## src/rtl/multicycle_control_fsm_if.sv

```systemverilog
// Control bundle between the multi-cycle RV32I control FSM and its datapath.
// The FSM side (master) consumes opcode/flags and drives every select and enable.
interface multicycle_control_fsm_if;
  localparam int unsigned OP_W  = 7;
  localparam int unsigned SEL_W = 2;

  // Inputs to the FSM from the instruction register, ALU and memory
  logic [OP_W-1:0]  op;
  logic             Zero;
  logic             mem_ready;

  // Datapath controls
  logic             PCWrite;
  logic             AdrSrc;
  logic             MemWrite;
  logic             IRWrite;
  logic [SEL_W-1:0] ResultSrc;
  logic [SEL_W-1:0] ALUSrcA;
  logic [SEL_W-1:0] ALUSrcB;
  logic [SEL_W-1:0] ALUOp;
  logic [SEL_W-1:0] ImmSrc;
  logic             RegWrite;
  logic             illegal;

  modport master (
    input  op, Zero, mem_ready,
    output PCWrite, AdrSrc, MemWrite, IRWrite, ResultSrc,
           ALUSrcA, ALUSrcB, ALUOp, ImmSrc, RegWrite, illegal
  );

  modport slave (
    output op, Zero, mem_ready,
    input  PCWrite, AdrSrc, MemWrite, IRWrite, ResultSrc,
           ALUSrcA, ALUSrcB, ALUOp, ImmSrc, RegWrite, illegal
  );
endinterface

```

## src/rtl/multicycle_control_fsm.sv

```systemverilog
// Main control FSM of the multi-cycle RV32I core: sequences the shared ALU,
// unified memory port and register file; Moore selects plus handshake-gated enables.
module multicycle_control_fsm (
  input  logic                      clk,
  input  logic                      rst,
  multicycle_control_fsm_if.master  bus,
  output logic [3:0]                state
);

  localparam int unsigned STATE_W = 4;
  localparam int unsigned OP_W    = 7;
  localparam int unsigned SEL_W   = 2;

  localparam logic [OP_W-1:0] OP_LW   = 7'b0000011;
  localparam logic [OP_W-1:0] OP_SW   = 7'b0100011;
  localparam logic [OP_W-1:0] OP_R    = 7'b0110011;
  localparam logic [OP_W-1:0] OP_IALU = 7'b0010011;
  localparam logic [OP_W-1:0] OP_BEQ  = 7'b1100011;
  localparam logic [OP_W-1:0] OP_JAL  = 7'b1101111;

  localparam logic [SEL_W-1:0] RES_ALUOUT    = 2'b00;
  localparam logic [SEL_W-1:0] RES_DATA      = 2'b01;
  localparam logic [SEL_W-1:0] RES_ALURESULT = 2'b10;

  localparam logic [SEL_W-1:0] SRCA_PC    = 2'b00;
  localparam logic [SEL_W-1:0] SRCA_OLDPC = 2'b01;
  localparam logic [SEL_W-1:0] SRCA_RS1   = 2'b10;

  localparam logic [SEL_W-1:0] SRCB_RS2  = 2'b00;
  localparam logic [SEL_W-1:0] SRCB_IMM  = 2'b01;
  localparam logic [SEL_W-1:0] SRCB_FOUR = 2'b10;

  localparam logic [SEL_W-1:0] ALUOP_ADD   = 2'b00;
  localparam logic [SEL_W-1:0] ALUOP_SUB   = 2'b01;
  localparam logic [SEL_W-1:0] ALUOP_FUNCT = 2'b10;

  localparam logic [SEL_W-1:0] IMM_I = 2'b00;
  localparam logic [SEL_W-1:0] IMM_S = 2'b01;
  localparam logic [SEL_W-1:0] IMM_B = 2'b10;
  localparam logic [SEL_W-1:0] IMM_J = 2'b11;

  typedef enum logic [STATE_W-1:0] {
    S_FETCH    = 4'd0,
    S_DECODE   = 4'd1,
    S_MEMADR   = 4'd2,
    S_MEMREAD  = 4'd3,
    S_MEMWB    = 4'd4,
    S_MEMWRITE = 4'd5,
    S_EXECUTER = 4'd6,
    S_EXECUTEI = 4'd7,
    S_ALUWB    = 4'd8,
    S_BEQ      = 4'd9,
    S_JAL      = 4'd10
  } state_t;

  state_t state_q;
  state_t state_d;

  logic is_lw;
  logic is_sw;
  logic is_r;
  logic is_ialu;
  logic is_beq;
  logic is_jal;

  // Raw (pre-reset-gating) enables produced by the output decoder
  logic pc_update;
  logic branch;
  logic ir_write_raw;
  logic mem_write_raw;
  logic reg_write_raw;
  logic illegal_raw;

  assign is_lw   = (bus.op == OP_LW);
  assign is_sw   = (bus.op == OP_SW);
  assign is_r    = (bus.op == OP_R);
  assign is_ialu = (bus.op == OP_IALU);
  assign is_beq  = (bus.op == OP_BEQ);
  assign is_jal  = (bus.op == OP_JAL);

  // State register
  always_ff @(posedge clk) begin
    if (rst) begin
      state_q <= S_FETCH;
    end else begin
      state_q <= state_d;
    end
  end

  // Next-state logic; unused codes fall back to FETCH
  always_comb begin
    state_d = S_FETCH;
    case (state_q)
      S_FETCH:    state_d = bus.mem_ready ? S_DECODE : S_FETCH;
      S_DECODE: begin
        if (is_lw || is_sw) begin
          state_d = S_MEMADR;
        end else if (is_r) begin
          state_d = S_EXECUTER;
        end else if (is_ialu) begin
          state_d = S_EXECUTEI;
        end else if (is_beq) begin
          state_d = S_BEQ;
        end else if (is_jal) begin
          state_d = S_JAL;
        end else begin
          state_d = S_FETCH;
        end
      end
      S_MEMADR: begin
        if (is_lw) begin
          state_d = S_MEMREAD;
        end else if (is_sw) begin
          state_d = S_MEMWRITE;
        end else begin
          state_d = S_FETCH;
        end
      end
      S_MEMREAD:  state_d = bus.mem_ready ? S_MEMWB : S_MEMREAD;
      S_MEMWRITE: state_d = bus.mem_ready ? S_FETCH : S_MEMWRITE;
      S_EXECUTER: state_d = S_ALUWB;
      S_EXECUTEI: state_d = S_ALUWB;
      S_JAL:      state_d = S_ALUWB;
      S_MEMWB:    state_d = S_FETCH;
      S_ALUWB:    state_d = S_FETCH;
      S_BEQ:      state_d = S_FETCH;
      default:    state_d = S_FETCH;
    endcase
  end

  // Moore selects per state; enables are gated off for the whole reset cycle
  always_comb begin
    bus.AdrSrc    = 1'b0;
    bus.ResultSrc = RES_ALUOUT;
    bus.ALUSrcA   = SRCA_PC;
    bus.ALUSrcB   = SRCB_RS2;
    bus.ALUOp     = ALUOP_ADD;
    pc_update     = 1'b0;
    branch        = 1'b0;
    ir_write_raw  = 1'b0;
    mem_write_raw = 1'b0;
    reg_write_raw = 1'b0;
    illegal_raw   = 1'b0;
    case (state_q)
      S_FETCH: begin
        bus.AdrSrc    = 1'b0;
        bus.ALUSrcA   = SRCA_PC;
        bus.ALUSrcB   = SRCB_FOUR;
        bus.ALUOp     = ALUOP_ADD;
        bus.ResultSrc = RES_ALURESULT;
        ir_write_raw  = bus.mem_ready;
        pc_update     = bus.mem_ready;
      end
      S_DECODE: begin
        bus.ALUSrcA = SRCA_OLDPC;
        bus.ALUSrcB = SRCB_IMM;
        bus.ALUOp   = ALUOP_ADD;
        illegal_raw = !(is_lw || is_sw || is_r || is_ialu || is_beq || is_jal);
      end
      S_MEMADR: begin
        bus.ALUSrcA = SRCA_RS1;
        bus.ALUSrcB = SRCB_IMM;
        bus.ALUOp   = ALUOP_ADD;
      end
      S_MEMREAD: begin
        bus.AdrSrc = 1'b1;
      end
      S_MEMWRITE: begin
        bus.AdrSrc    = 1'b1;
        mem_write_raw = bus.mem_ready;
      end
      S_MEMWB: begin
        bus.ResultSrc = RES_DATA;
        reg_write_raw = 1'b1;
      end
      S_EXECUTER: begin
        bus.ALUSrcA = SRCA_RS1;
        bus.ALUSrcB = SRCB_RS2;
        bus.ALUOp   = ALUOP_FUNCT;
      end
      S_EXECUTEI: begin
        bus.ALUSrcA = SRCA_RS1;
        bus.ALUSrcB = SRCB_IMM;
        bus.ALUOp   = ALUOP_FUNCT;
      end
      S_ALUWB: begin
        bus.ResultSrc = RES_ALUOUT;
        reg_write_raw = 1'b1;
      end
      S_BEQ: begin
        bus.ALUSrcA   = SRCA_RS1;
        bus.ALUSrcB   = SRCB_RS2;
        bus.ALUOp     = ALUOP_SUB;
        bus.ResultSrc = RES_ALUOUT;
        branch        = 1'b1;
      end
      S_JAL: begin
        bus.ALUSrcA   = SRCA_OLDPC;
        bus.ALUSrcB   = SRCB_FOUR;
        bus.ALUOp     = ALUOP_ADD;
        bus.ResultSrc = RES_ALUOUT;
        pc_update     = 1'b1;
      end
      default: begin
        bus.AdrSrc = 1'b0;
      end
    endcase

    // Branch resolves on Zero within the BEQ cycle itself
    bus.PCWrite  = ((branch & bus.Zero) | pc_update) & ~rst;
    bus.IRWrite  = ir_write_raw  & ~rst;
    bus.MemWrite = mem_write_raw & ~rst;
    bus.RegWrite = reg_write_raw & ~rst;
    bus.illegal  = illegal_raw   & ~rst;
  end

  // Immediate format follows the opcode directly, independent of state
  always_comb begin
    bus.ImmSrc = IMM_I;
    case (bus.op)
      OP_LW:   bus.ImmSrc = IMM_I;
      OP_IALU: bus.ImmSrc = IMM_I;
      OP_SW:   bus.ImmSrc = IMM_S;
      OP_BEQ:  bus.ImmSrc = IMM_B;
      OP_JAL:  bus.ImmSrc = IMM_J;
      default: bus.ImmSrc = IMM_I;
    endcase
  end

  assign state = STATE_W'(state_q);

endmodule
```

## src/flat_wrapper.sv

```systemverilog
// flat-port wrapper written by rule: the top's interface ports become plain ports
module multicycle_control_fsm_flat 
  (clk, rst, state, bus_op, bus_Zero, bus_mem_ready, bus_PCWrite, bus_AdrSrc, bus_MemWrite, bus_IRWrite, bus_ResultSrc, bus_ALUSrcA, bus_ALUSrcB, bus_ALUOp, bus_ImmSrc, bus_RegWrite, bus_illegal);
  multicycle_control_fsm_if bus_i ();
  input  logic clk;
  input  logic rst;
  output logic [3:0] state;
  input wire logic [$bits(bus_i.op)-1:0] bus_op;
  input wire logic [$bits(bus_i.Zero)-1:0] bus_Zero;
  input wire logic [$bits(bus_i.mem_ready)-1:0] bus_mem_ready;
  output wire logic [$bits(bus_i.PCWrite)-1:0] bus_PCWrite;
  output wire logic [$bits(bus_i.AdrSrc)-1:0] bus_AdrSrc;
  output wire logic [$bits(bus_i.MemWrite)-1:0] bus_MemWrite;
  output wire logic [$bits(bus_i.IRWrite)-1:0] bus_IRWrite;
  output wire logic [$bits(bus_i.ResultSrc)-1:0] bus_ResultSrc;
  output wire logic [$bits(bus_i.ALUSrcA)-1:0] bus_ALUSrcA;
  output wire logic [$bits(bus_i.ALUSrcB)-1:0] bus_ALUSrcB;
  output wire logic [$bits(bus_i.ALUOp)-1:0] bus_ALUOp;
  output wire logic [$bits(bus_i.ImmSrc)-1:0] bus_ImmSrc;
  output wire logic [$bits(bus_i.RegWrite)-1:0] bus_RegWrite;
  output wire logic [$bits(bus_i.illegal)-1:0] bus_illegal;
  assign bus_i.op = bus_op;
  assign bus_i.Zero = bus_Zero;
  assign bus_i.mem_ready = bus_mem_ready;
  assign bus_PCWrite = bus_i.PCWrite;
  assign bus_AdrSrc = bus_i.AdrSrc;
  assign bus_MemWrite = bus_i.MemWrite;
  assign bus_IRWrite = bus_i.IRWrite;
  assign bus_ResultSrc = bus_i.ResultSrc;
  assign bus_ALUSrcA = bus_i.ALUSrcA;
  assign bus_ALUSrcB = bus_i.ALUSrcB;
  assign bus_ALUOp = bus_i.ALUOp;
  assign bus_ImmSrc = bus_i.ImmSrc;
  assign bus_RegWrite = bus_i.RegWrite;
  assign bus_illegal = bus_i.illegal;
  multicycle_control_fsm u_core (.clk(clk), .rst(rst), .bus(bus_i), .state(state));
endmodule
```

## config.mk

```make
export PLATFORM = sky130hd
export DESIGN_NAME = multicycle_control_fsm_flat
export DESIGN_NICKNAME = d
export VERILOG_FILES = /design/src/rtl/multicycle_control_fsm_if.sv /design/src/rtl/multicycle_control_fsm.sv /design/src/flat_wrapper.sv
export SDC_FILE = /design/constraint.sdc
export NUM_CORES = 1
export LEC_CHECK = 0
export CAP_MARGIN = 20
export CORE_MARGIN = 2
export CORE_UTILIZATION = 39
export CTS_CLUSTER_SIZE = 20
export DETAILED_ROUTE_END_ITERATION = 16
export PLACE_DENSITY_LB_ADDON = 0.1
export SLEW_MARGIN = 0
export SYNTH_ARGS = -nofsm -noshare
export SYNTH_HDL_FRONTEND = slang
export SYNTH_SLANG_ARGS = --single-unit
```

## constraint.sdc

```tcl
create_clock -name clk -period 1.83 [get_ports clk]
set_clock_uncertainty 0.1 [all_clocks]
set_input_delay 0.366 -clock clk [delete_from_list [all_inputs] [get_ports clk]]
set_output_delay 0.366 -clock clk [all_outputs]
set_load 0.01 [all_outputs]
```

==> run metrics, run 1 <==
clk buf depth 2; number of synthesized register bits 4; Overall Global Routing Usage around 25%; Reg2Reg Setup Slack 280 ps; die area 0.001940 sq mm; Die Y 44.05 um; GRT overflow 0; Syn Area/Cell around 7.0 sq um; Tightest Hold Check Type in -> reg; TritonCTS clock tree built; Post-synth ARST share 0%; adder-cell share of the synthesized area 0%; Slew headroom slightly below 80%; H-tree levels 1; DR iter-0 viols 22; Clk pwr share a little under a third; Tcrit/Tclk final slightly below 100%; switching power about 0.10 mW; largest family of logic cells by synthesized area simple AND/OR/NAND/NOR gates; Final nets about 170; initial antenna violation count 0; top cells by count, synth 11 x nor2_1, 8 x a21oi_1, 6 x nand2_1, 6 x nand2b_1, 5 x nand3b_1; post-synthesis compound-gate area fraction approximately a fifth; row count 14; Distinct cells, synth 37; TritonCTS Sinks 4; via count roughly 940; power consumption ~0.34 mW; endpoints failing setup 0; Num CTS Buffers 3; Worst Setup SP bus_Zero; Gate Count Post-Synth 90; RR Startpoint u_core.state[0]; router iterations before antenna repair 4; Comb power frac 43.5%; top cell type by total area after synthesis dfxtp_1; Synth Area in Simple Gates between 50% and 60%; Initial Util between 40% and 50%; maxcap violations 0; fin crit period between 1500 and 2000 ps; xor and xnor area share after synthesis ~7.0%; status finished, final reports clean; CTS root buf clkbuf_4; Fmax between 500 and 600 MHz; DRC violations left 0; end point of the critical path bus_PCWrite; clock slew at reported path FFs approximately 40 ps; Hold WS between 500 and 600 ps; die width between 40 and 50 um; Clk Latency, worst-skew pair 230 ps; measured slew at the worst slew-check pin 329.8 ps; fin. max-slew vios 0; Mapped Nets a little over 100; hpwl dp roughly 1.7 mm; Worst Path Max Fanout 1; Power Density ~280 mW/mm^2; critical path class in -> out; I/O Buffers 30; Synth top area share roughly an eighth; Post-synth top flop dfxtp_1; CP Launch Type input port; Setup crit end kind output port; reg2reg end u_core.state[1]; max reg flops 4; Sw Share roughly 30%; post-synthesis sequential area ratio 12.80%; most common cell in the netlist nor2_1; Int Power ~0.24 mW; top cells by area, synth dfxtp_1 13%, nor2_1 6.6%, a21oi_1 6.4%; Setup WS pre-CTS -637.4 ps; Placer Congestion roughly 0.8; first-pass GRT wire length 3.691 mm; worst vdd ir just under 0.4 mV; proportion of synthesized area in mux cells 0%; Post-synth EDFFs 0; Leakage around 0.56 nW; drt wl/cell between 10 and 15 um; largest net degree at the start of global routing 12; reg2reg path depth 6; RSZ-0062 raised after global routing yes; core outline area 0.001506 sq mm; CP Data Required Time about 1400 ps; n_diodes 0; final worst slack 25.79 ps; YS warnings 0; drt total wl between 2 and 2.5 mm; area added between synthesis and finish 91.20%; sequential power share about a quarter; share of cells above drive strength 1 48.68%; number of global-route vias before repair roughly 860; Arrival @ worst endpoint between 1000 and 1500 ps; Final Hold Vio Count 0; post-route setup TNS 0 ps; DR vias/cell 5.601; Final ANT Viol Nets 0; # IOs 31; Mapped Area about 630 sq um
[routing by layer]
metal  share of wire [%]  GRT usage (%)  wire (um)  vias to the layer above
li1                    -              -          -                      453
met1                  42          30.67       1006                      451
met2                  53          45.59       1266                       33
met3                 4.2          2.449        100                        4
met4                 1.1          6.667         27                        0
met5                   0              0          0                        -
[how the worst min path moves through the flow]
stage	cells past startpoint	startpoint	slack, ps	end
CTS	3	u_core.state[0]	610	u_core.state[2]
detailed placement	3	u_core.state[1]	630	u_core.state[3]
floorplan	3	bus_op[3]	470	u_core.state[2]
global route	4	bus_op[2]	590	u_core.state[1]
global placement	3	u_core.state[0]	620	u_core.state[2]
finish	4	bus_op[2]	560	u_core.state[1]
[power groups by stage]
stage | logic [mW] | registers (mW) | clock network, mW
floorplan | 0.0524 | 0.0929 | 0
global placement | 0.141 | 0.0933 | 0
detailed placement | 0.144 | 0.0932 | 0
CTS | 0.140 | 0.0908 | 0.109
global route | 0.158 | 0.0892 | 0.115
finish | 0.148 | 0.0890 | 0.103
[stage by stage]
step / util (%) / instance area [sq um] / std cells
3_3_place_gp: 76.41 / 1151 / 162
5_1_grt: 79.40 / 1196 / 168
4_1_cts: 79.07 / 1191 / 167
3_5_place_dp: 76.41 / 1151 / 162
2_1_floorplan: - / 625.6 / 90
6_report: 79.40 / 1196 / 168
[critical path, stage by stage]
cell and delay, ps:
clkdlybuf4s50_1 450, a21o_1 100, a21oi_1 60, nor3_1 200
buf_2 160
[final cells by class]
cell class,instances,area (sq um)
Clock buffer,3,22.52
Fill cell,106,310.3
Inverter,1,3.754
Multi-Input combinational cell,77,548.0
Sequential cell,4,92.59
Tap cell,16,20.02
Timing Repair Buffer,67,509.2
[cells in the final DEF, fill, tap and decap left out, types with 3 or more instances in the layout]
cell type        count
buf_4               36
clkbuf_2             8
nor2_1               8
nand3b_1             5
dlygate4sd2_1        7
o21ai_1              3
nand2_1              5
xnor2_1              3
clkdlybuf4s50_1      5
clkdlybuf4s15_1      4
nand2b_1             5
buf_2                5
clkbuf_4             3
a21oi_1              7
dfxtp_4              3
[repair_timing]
item,CTS,global route
gates resized for setup,55,32
hold buffers,0,0
pin swaps,6,6
buffers inserted,2,1
setup endpoints to repair,18,15
[kinds of logic after synthesis]
kind of cell | after synthesis
AO/OA/AOI/OAI | 20
flip-flops | 4
XOR/XNOR | 5
buffers and inverters | 9
AND/OR/NAND/NOR | 52
No activity file was read; power rests on OpenSTA's default activity.
==> run 2: changes to the inputs <==
--- a/config.mk
+++ b/config.mk
@@ -8,6 +8,7 @@
 export CAP_MARGIN = 20
 export CORE_MARGIN = 2
 export CORE_UTILIZATION = 39
+export CTS_CLUSTER_DIAMETER = 80
 export CTS_CLUSTER_SIZE = 20
 export DETAILED_ROUTE_END_ITERATION = 16
 export PLACE_DENSITY_LB_ADDON = 0.1
==> results of run 2 <==
Final layout, timing and power as in run 1 (identical DEF).
==> run 3: changes to the inputs <==
--- a/config.mk
+++ b/config.mk
@@ -9,7 +9,6 @@
 export CORE_MARGIN = 2
 export CORE_UTILIZATION = 39
 export CTS_CLUSTER_DIAMETER = 80
-export CTS_CLUSTER_SIZE = 20
 export DETAILED_ROUTE_END_ITERATION = 16
 export PLACE_DENSITY_LB_ADDON = 0.1
 export SLEW_MARGIN = 0
==> results of run 3 <==
Final layout, timing and power as in run 1 (identical DEF).
